==> src/rtl/usb_output_if.sv <==
// Byte-push side and FTDI FT245 transmit pins of usb_output, bundled for port hookup.
// master = on-chip producer/board model, slave = usb_output.
`timescale 1ns/1ps
interface usb_output_if #(
  parameter int DEPTH_LOG2 = 4
);
  logic [7:0]          indata;
  logic                inwrite;
  logic                full;
  logic                empty;
  logic [DEPTH_LOG2:0] count;
  logic                overflow;
  logic [7:0]          data;
  logic                data_oe;
  logic                txe;
  logic                wr;

  modport master (
    output indata, inwrite, txe,
    input  full, empty, count, overflow, data, data_oe, wr
  );

  modport slave (
    input  indata, inwrite, txe,
    output full, empty, count, overflow, data, data_oe, wr
  );
endinterface

==> src/rtl/usb_output.sv <==
// FT245 transmit: byte FIFO drained over TXE#/WR, 8 clocks per byte with defaults.
// No backpressure on pushes: a push while full is dropped and flags sticky overflow.
`timescale 1ns/1ps
module usb_output #(
  parameter int DEPTH_LOG2     = 4,
  parameter int WR_HIGH_CYCLES = 2,
  parameter int HOLD_CYCLES    = 1,
  parameter int RECOVER_CYCLES = 3
) (
  input  logic        clock,
  input  logic        reset_b,
  usb_output_if.slave bus,
  output logic [15:0] bytes_sent,
  output logic [3:0]  state
);
  typedef enum logic [3:0] {
    S_IDLE    = 4'd0,
    S_SETUP   = 4'd1,
    S_STROBE  = 4'd2,
    S_HOLD    = 4'd3,
    S_RECOVER = 4'd4
  } state_e;

  localparam int                  DEPTH     = 1 << DEPTH_LOG2;
  localparam logic [DEPTH_LOG2:0] DEPTH_CNT = (DEPTH_LOG2 + 1)'(DEPTH);
  localparam logic [7:0]          WR_LOAD   = 8'(WR_HIGH_CYCLES - 1);
  localparam logic [7:0]          HOLD_LOAD = 8'(HOLD_CYCLES - 1);
  localparam logic [7:0]          REC_LOAD  = 8'(RECOVER_CYCLES - 1);

  logic [7:0]            mem_q [DEPTH];
  logic [DEPTH_LOG2-1:0] wptr_q, wptr_d, rptr_q, rptr_d;
  logic [DEPTH_LOG2:0]   count_q, count_d;
  logic                  overflow_q, overflow_d;
  logic                  txe_meta_q, txe_s_q;
  state_e                state_q, state_d;
  logic [7:0]            timer_q, timer_d;
  logic [7:0]            data_q, data_d;
  logic                  data_oe_q, data_oe_d;
  logic                  wr_q, wr_d;
  logic [15:0]           bytes_sent_q, bytes_sent_d;
  logic                  full_w, empty_w, push, pop;

  assign full_w  = (count_q == DEPTH_CNT);
  assign empty_w = (count_q == '0);
  assign push    = bus.inwrite && !full_w;
  // txe is only consulted from IDLE; a late TXE# rise never aborts a byte.
  assign pop     = (state_q == S_IDLE) && !empty_w && !txe_s_q;

  always_comb begin
    wptr_d     = wptr_q;
    rptr_d     = rptr_q;
    count_d    = count_q;
    overflow_d = overflow_q | (bus.inwrite & full_w);
    if (push) wptr_d = wptr_q + 1'b1;
    if (pop)  rptr_d = rptr_q + 1'b1;
    case ({push, pop})
      2'b10:   count_d = count_q + 1'b1;
      2'b01:   count_d = count_q - 1'b1;
      default: count_d = count_q;
    endcase
  end

  always_comb begin
    state_d      = state_q;
    timer_d      = timer_q;
    data_d       = data_q;
    data_oe_d    = data_oe_q;
    wr_d         = wr_q;
    bytes_sent_d = bytes_sent_q;
    case (state_q)
      S_IDLE: begin
        wr_d      = 1'b0;
        data_oe_d = 1'b0;
        if (pop) begin
          data_d    = mem_q[rptr_q];
          data_oe_d = 1'b1;
          state_d   = S_SETUP;
        end
      end
      S_SETUP: begin
        wr_d    = 1'b1;
        timer_d = WR_LOAD;
        state_d = S_STROBE;
      end
      S_STROBE: begin
        if (timer_q == '0) begin
          wr_d    = 1'b0;
          timer_d = HOLD_LOAD;
          state_d = S_HOLD;
        end else begin
          timer_d = timer_q - 1'b1;
        end
      end
      S_HOLD: begin
        if (timer_q == '0) begin
          data_oe_d    = 1'b0;
          bytes_sent_d = bytes_sent_q + 1'b1;
          timer_d      = REC_LOAD;
          state_d      = S_RECOVER;
        end else begin
          timer_d = timer_q - 1'b1;
        end
      end
      S_RECOVER: begin
        if (timer_q == '0) state_d = S_IDLE;
        else               timer_d = timer_q - 1'b1;
      end
      default: begin
        wr_d      = 1'b0;
        data_oe_d = 1'b0;
        state_d   = S_IDLE;
      end
    endcase
  end

  always_ff @(posedge clock) begin
    if (push) mem_q[wptr_q] <= bus.indata;
  end

  always_ff @(posedge clock or negedge reset_b) begin
    if (!reset_b) begin
      wptr_q       <= '0;
      rptr_q       <= '0;
      count_q      <= '0;
      overflow_q   <= 1'b0;
      txe_meta_q   <= 1'b1;
      txe_s_q      <= 1'b1;
      state_q      <= S_IDLE;
      timer_q      <= '0;
      data_q       <= '0;
      data_oe_q    <= 1'b0;
      wr_q         <= 1'b0;
      bytes_sent_q <= '0;
    end else begin
      wptr_q       <= wptr_d;
      rptr_q       <= rptr_d;
      count_q      <= count_d;
      overflow_q   <= overflow_d;
      txe_meta_q   <= bus.txe;
      txe_s_q      <= txe_meta_q;
      state_q      <= state_d;
      timer_q      <= timer_d;
      data_q       <= data_d;
      data_oe_q    <= data_oe_d;
      wr_q         <= wr_d;
      bytes_sent_q <= bytes_sent_d;
    end
  end

  assign bus.full     = full_w;
  assign bus.empty    = empty_w;
  assign bus.count    = count_q;
  assign bus.overflow = overflow_q;
  assign bus.data     = data_q;
  assign bus.data_oe  = data_oe_q;
  assign bus.wr       = wr_q;
  assign bytes_sent   = bytes_sent_q;
  assign state        = state_q;
endmodule
==> src/flat_wrapper.sv <==
// flat-port wrapper written by rule: the top's interface ports become plain ports
module usb_output_flat 
#(
  parameter int DEPTH_LOG2     = 4,
  parameter int WR_HIGH_CYCLES = 2,
  parameter int HOLD_CYCLES    = 1,
  parameter int RECOVER_CYCLES = 3
)
  (clock, reset_b, bytes_sent, state, bus_indata, bus_inwrite, bus_txe, bus_full, bus_empty, bus_count, bus_overflow, bus_data, bus_data_oe, bus_wr);
  usb_output_if #(.DEPTH_LOG2(DEPTH_LOG2)) bus_i ();
  input  logic clock;
  input  logic reset_b;
  output logic [15:0] bytes_sent;
  output logic [3:0] state;
  input wire logic [$bits(bus_i.indata)-1:0] bus_indata;
  input wire logic [$bits(bus_i.inwrite)-1:0] bus_inwrite;
  input wire logic [$bits(bus_i.txe)-1:0] bus_txe;
  output wire logic [$bits(bus_i.full)-1:0] bus_full;
  output wire logic [$bits(bus_i.empty)-1:0] bus_empty;
  output wire logic [$bits(bus_i.count)-1:0] bus_count;
  output wire logic [$bits(bus_i.overflow)-1:0] bus_overflow;
  output wire logic [$bits(bus_i.data)-1:0] bus_data;
  output wire logic [$bits(bus_i.data_oe)-1:0] bus_data_oe;
  output wire logic [$bits(bus_i.wr)-1:0] bus_wr;
  assign bus_i.indata = bus_indata;
  assign bus_i.inwrite = bus_inwrite;
  assign bus_i.txe = bus_txe;
  assign bus_full = bus_i.full;
  assign bus_empty = bus_i.empty;
  assign bus_count = bus_i.count;
  assign bus_overflow = bus_i.overflow;
  assign bus_data = bus_i.data;
  assign bus_data_oe = bus_i.data_oe;
  assign bus_wr = bus_i.wr;
  usb_output #(.DEPTH_LOG2(DEPTH_LOG2), .WR_HIGH_CYCLES(WR_HIGH_CYCLES), .HOLD_CYCLES(HOLD_CYCLES), .RECOVER_CYCLES(RECOVER_CYCLES)) u_core (.clock(clock), .reset_b(reset_b), .bus(bus_i), .bytes_sent(bytes_sent), .state(state));
endmodule
==> config.mk <==
export PLATFORM = sky130hd
export DESIGN_NAME = usb_output_flat
export DESIGN_NICKNAME = d
export VERILOG_FILES = /design/src/rtl/usb_output_if.sv /design/src/rtl/usb_output.sv /design/src/flat_wrapper.sv
export SDC_FILE = /design/constraint.sdc
export NUM_CORES = 1
export LEC_CHECK = 0
export BUFFER_PORTS_ARGS = -buffer_cell sky130_fd_sc_hd__buf_2
export CORE_MARGIN = 4
export CORE_UTILIZATION = 35
export CTS_BUF_LIST = sky130_fd_sc_hd__clkbuf_8
export CTS_CLUSTER_SIZE = 40
export DETAILED_ROUTE_END_ITERATION = 10
export GPL_TIMING_DRIVEN = 0
export SLEW_MARGIN = 30
export SYNTH_ARGS = -nofsm -noshare
export SYNTH_HDL_FRONTEND = slang
export SYNTH_SLANG_ARGS = --single-unit
==> constraint.sdc <==
create_clock -name clock -period 3.4 [get_ports clock]
set_input_delay 0.51 -clock clock [delete_from_list [all_inputs] [get_ports clock]]
set_output_delay 0.51 -clock clock [all_outputs]
set_load 0.005 [all_outputs]
==> PnR_summary.wiki <==
{| class="wikitable"
! Metric !! Value
|-
| Result of the run || finished clean
|-
| Peak supply drop || 0.392 mV
|-
| Count of input and output buffers || between 40 and 50
|-
| Most common cell after layout, fill and taps aside || sky130_fd_sc_hd__edfxtp_1
|-
| Distinct cells, synth || between 40 and 50
|-
| Power per standard cell area || 747 nW/µm²
|-
| Most used cells in the layout excluding fill and tap cells || sky130_fd_sc_hd__edfxtp_1, sky130_fd_sc_hd__dfrtp_1, sky130_fd_sc_hd__buf_2, sky130_fd_sc_hd__mux4_2, sky130_fd_sc_hd__nor2_1
|-
| Source of the critical timing path || u_core.state[2]
|-
| Average via count per standard cell || 5.18
|-
| Slowest cell delay on critical path || 0.56 ns
|-
| Antenna violations before repair || 0
|-
| Number of failing hold endpoints at the final stage || 0
|-
| TritonCTS clock tree || built
|-
| Dpl cells || 796
|-
| Final core area utilization || 0.410
|-
| Antenna cell count || 0
|-
| Most common flop cell mapped by yosys || sky130_fd_sc_hd__edfxtp_1
|-
| Syn Inst Count || between 400 and 500
|-
| Number of global-route vias before repair || 4397
|-
| Final Max Slew Viols || 0
|-
| End point of the critical path || u_core.bus.count[4]
|-
| Overflow after GRT || 0
|-
| Post-route non-filler standard cell count || 830
|-
| Sinks on the clock net || 181
|-
| Crit path DAT || about 3.6 ns
|-
| Number of design rule violations left after detail routing || 0
|-
| Number of enable flip-flop cells after synthesis || 128
|-
| Largest cells by area after synthesis || sky130_fd_sc_hd__edfxtp_1, sky130_fd_sc_hd__dfrtp_1, sky130_fd_sc_hd__mux4_2, sky130_fd_sc_hd__xnor2_1, sky130_fd_sc_hd__ha_1
|-
| Post-placement worst setup slack || -0.120 ns
|-
| Critical Setup Path Class || flop to flop
|-
| Placed wire-length estimate after detailed placement || a little over 10 mm
|-
| Final Power || 6.50 mW
|-
| Wire length per cell after detailed routing || 18.8 µm
|-
| Area of the multi-input gates || between 2000 and 2500 µm²
|-
| Number of failing setup endpoints in the final timing report || 0
|-
| Relative slew slack || 0.353
|-
| Global-route wire length before repair || 24.3 mm
|-
| Die Footprint || 24200 µm²
|-
| Number of cell rows || 53
|-
| Number of nets in the layout || 567
|-
| Width of the die || approximately 160 µm
|-
| Skew final || 0.0210 ns
|-
| Summed instance area of the synthesized netlist || 7610 µm²
|-
| Logic depth of the worst register-to-register path || 12
|-
| Dominant cell type by area after synthesis || sky130_fd_sc_hd__edfxtp_1
|-
| Clock transition at the register clock pins on the worst setup and hold paths after CTS || 0.12 ns
|-
| Critical-path top delay cell || sky130_fd_sc_hd__or4_4
|-
| Pin count of the biggest net entering global routing || 54
|-
| Proportion of register bits with asynchronous set or reset after synthesis || 0.293
|-
| Flop and latch count out of synthesis || 181
|-
| Portion of the clock cycle consumed by the worst path in the final layout || 0.942
|-
| Fill cell count || 1917
|-
| Startpoint Class || flop
|-
| Detailed-route wire length || 15.6 mm
|-
| Worst path required time || 3.75 ns
|-
| Number of ports placed on the die boundary || 50
|-
| Depth of the critical timing path with buffers and inverters included || 12
|-
| Count of hold buffers inserted by post-cts repair || 0
|-
| Count of max-cap constraint violations || 0
|-
| Post-route worst hold slack || just under 0.08 ns
|-
| GR Util All Layers || 0.132
|-
| Clk_lat worst skew || between 0.4 and 0.5 ns
|-
| Cell leakage power || approximately 3.1 nW
|-
| Die span in y || approximately 160 µm
|-
| ANT nets after route || 0
|-
| Maximum fanout count along the critical path || 10
|-
| H-tree depth || 4
|-
| Worst reg2reg startpoint || u_core.state[2]
|-
| Area delta synth->final || 14.3%
|-
| Sequential cell area fraction in the yosys report || 0.680
|-
| Yosys synthesis warning count || 0
|-
| Initial core utilization || 0.359
|-
| Total via count in the routed design || 4302
|-
| Number of buffers on the longest clock path || 2
|-
| Maximum clock rate || around 0.31 GHz
|-
| Root buf cell || sky130_fd_sc_hd__clkbuf_8
|-
| Placer Congestion || 0.784
|-
| Chain of cells forming the critical path || buf_4, or4_4, a21oi_4, buf_6, ha_2, inv_1, fa_1, nor2b_1, o21ai_0, nand3_1, or3b_2, xnor2_1
|-
| Portion of synthesized cell area occupied by the leading cell type || 0.505
|-
| Ratio of cells with drive above 1 in the final layout || 0.279
|-
| Sequential cell area || 5170 µm²
|-
| Core region area || 21200 µm²
|-
| Syn Nets || 498
|-
| Time the worst path needs with I/O delays and setup || 3.20 ns
|-
| Actual transition at the worst max-transition pin || 0.968 ns
|-
| First-pass iteration count of the detailed router || 5
|-
| Hold/Removal Path Class || input pin to async pin
|-
| Worst setup margin || approximately 0.20 ns
|-
| Crit. End Element || flop
|-
| Slack of the worst reg-to-reg path || ~0.20 ns
|-
| Number of buffer and inverter instances along the worst setup path || 3
|-
| Syn_area_per_cell || 16.1 µm²
|-
| Iteration-0 DRC count of the detailed router || 325
|-
| Reg2reg end || u_core.bus.count[4]
|-
| Top cell family by delay on the critical path || simple AND/OR/NAND/NOR gates
|-
| Number of buffers created by CTS || 17
|}
[sequential cells by signal (all words and copies together) (netlist names)]
| name | cells |
|---|---|
| u_core.wptr_q | 4 |
| u_core.bus.count | 5 |
| u_core.bus.data | 8 |
| u_core.mem_q | 128 |
| u_core.bus.wr | 1 |
| u_core.txe_s_q | 1 |
| u_core.bytes_sent | 16 |
| u_core.txe_meta_q | 1 |
| u_core.rptr_q | 4 |
| u_core.bus.overflow | 1 |
| u_core.bus.data_oe | 1 |
| u_core.timer_q | 8 |
| u_core.state | 3 |
[metal layers]
metal  share of wire  GRT usage
met5               0          0
met3           0.060     0.0384
met4           0.011     0.0321
met1            0.44      0.176
met2            0.49      0.215
[cells in the mapped netlist (12+ instances only)]
master,instances
sky130_fd_sc_hd__nand2_1,23
sky130_fd_sc_hd__xnor2_1,21
sky130_fd_sc_hd__a21oi_1,14
sky130_fd_sc_hd__nor2_1,26
sky130_fd_sc_hd__mux4_2,32
sky130_fd_sc_hd__edfxtp_1,128
sky130_fd_sc_hd__o22ai_1,16
sky130_fd_sc_hd__clkbuf_1,12
sky130_fd_sc_hd__dfrtp_1,51
sky130_fd_sc_hd__inv_1,14
sky130_fd_sc_hd__o21ai_0,13
sky130_fd_sc_hd__ha_1,12
[worst reg2reg max path, cell delays in order (launching register included)]
cell                      delay [ns]
sky130_fd_sc_hd__dfrtp_1        0.39
sky130_fd_sc_hd__buf_4          0.20
sky130_fd_sc_hd__or4_4          0.57
sky130_fd_sc_hd__a21oi_4        0.17
sky130_fd_sc_hd__buf_6          0.18
sky130_fd_sc_hd__ha_2           0.22
sky130_fd_sc_hd__inv_1          0.08
sky130_fd_sc_hd__fa_1           0.40
sky130_fd_sc_hd__nor2b_1        0.12
sky130_fd_sc_hd__o21ai_0        0.10
sky130_fd_sc_hd__nand3_1        0.09
sky130_fd_sc_hd__or3b_2         0.45
sky130_fd_sc_hd__xnor2_1        0.13
[how the worst min path moves through the flow]
stage,from,endpoint,slack [ns]
after floorplan,reset_b,u_core.bus.count[0],0.21
after global placement,u_core.txe_meta_q,u_core.txe_s_q,0.35
after detailed placement,u_core.txe_meta_q,u_core.txe_s_q,0.35
after CTS,reset_b,u_core.timer_q[5],0.09
after global routing,reset_b,u_core.timer_q[5],0.12
final,reset_b,u_core.timer_q[5],0.08
[power breakdown]
| part | switching, mW | total, mW | internal, mW |
|---|---|---|---|
| combinational | 1.10 | 1.97 | 0.872 |
| clock | 0.907 | 1.55 | 0.643 |
| sequential | 0.242 | 2.97 | 2.73 |
[final cells by class]
cell class | count | share of cell area
Sequential cell | 181 | 0.595
Multi-Input combinational cell | 252 | 0.265
Tap cell | 275 | 0.0396
Timing Repair Buffer | 50 | 0.0296
Clock buffer | 17 | 0.0269
Clock inverter | 15 | 0.0230
Buffer | 25 | 0.0142
Inverter | 15 | 0.00648
[cells by family after synthesis]
family | Yosys count | share of synthesized area
buffers and inverters | 40 | 0.0229
other | 1 | 0.000493
AOI/OAI and AO/OA | 63 | 0.0538
adders and majority gates | 13 | 0.0224
DFF | 181 | 0.680
muxes | 43 | 0.111
xor gates and xnor gates | 29 | 0.0334
and+or+nand+nor | 103 | 0.0765
[timing repair]
item                       4_1_cts  5_1_grt
setup endpoints to repair        1        1
pin swaps                        0        1
resized for setup                2        3
buffers inserted                 0        2
hold endpoints to repair         0        0
[metrics by stage]
| step | instance area [µm²] | setup TNS [ns] |
|---|---|---|
| after global placement | 8190 | -0.0618 |
| after CTS | 8660 | 0 |
| after detailed placement | 8220 | -0.120 |
| after floorplan | 7610 | 0 |
| final | 8690 | 0 |
| after global routing | 8690 | -0.000433 |
No activity file was read; power rests on OpenSTA's default activity.
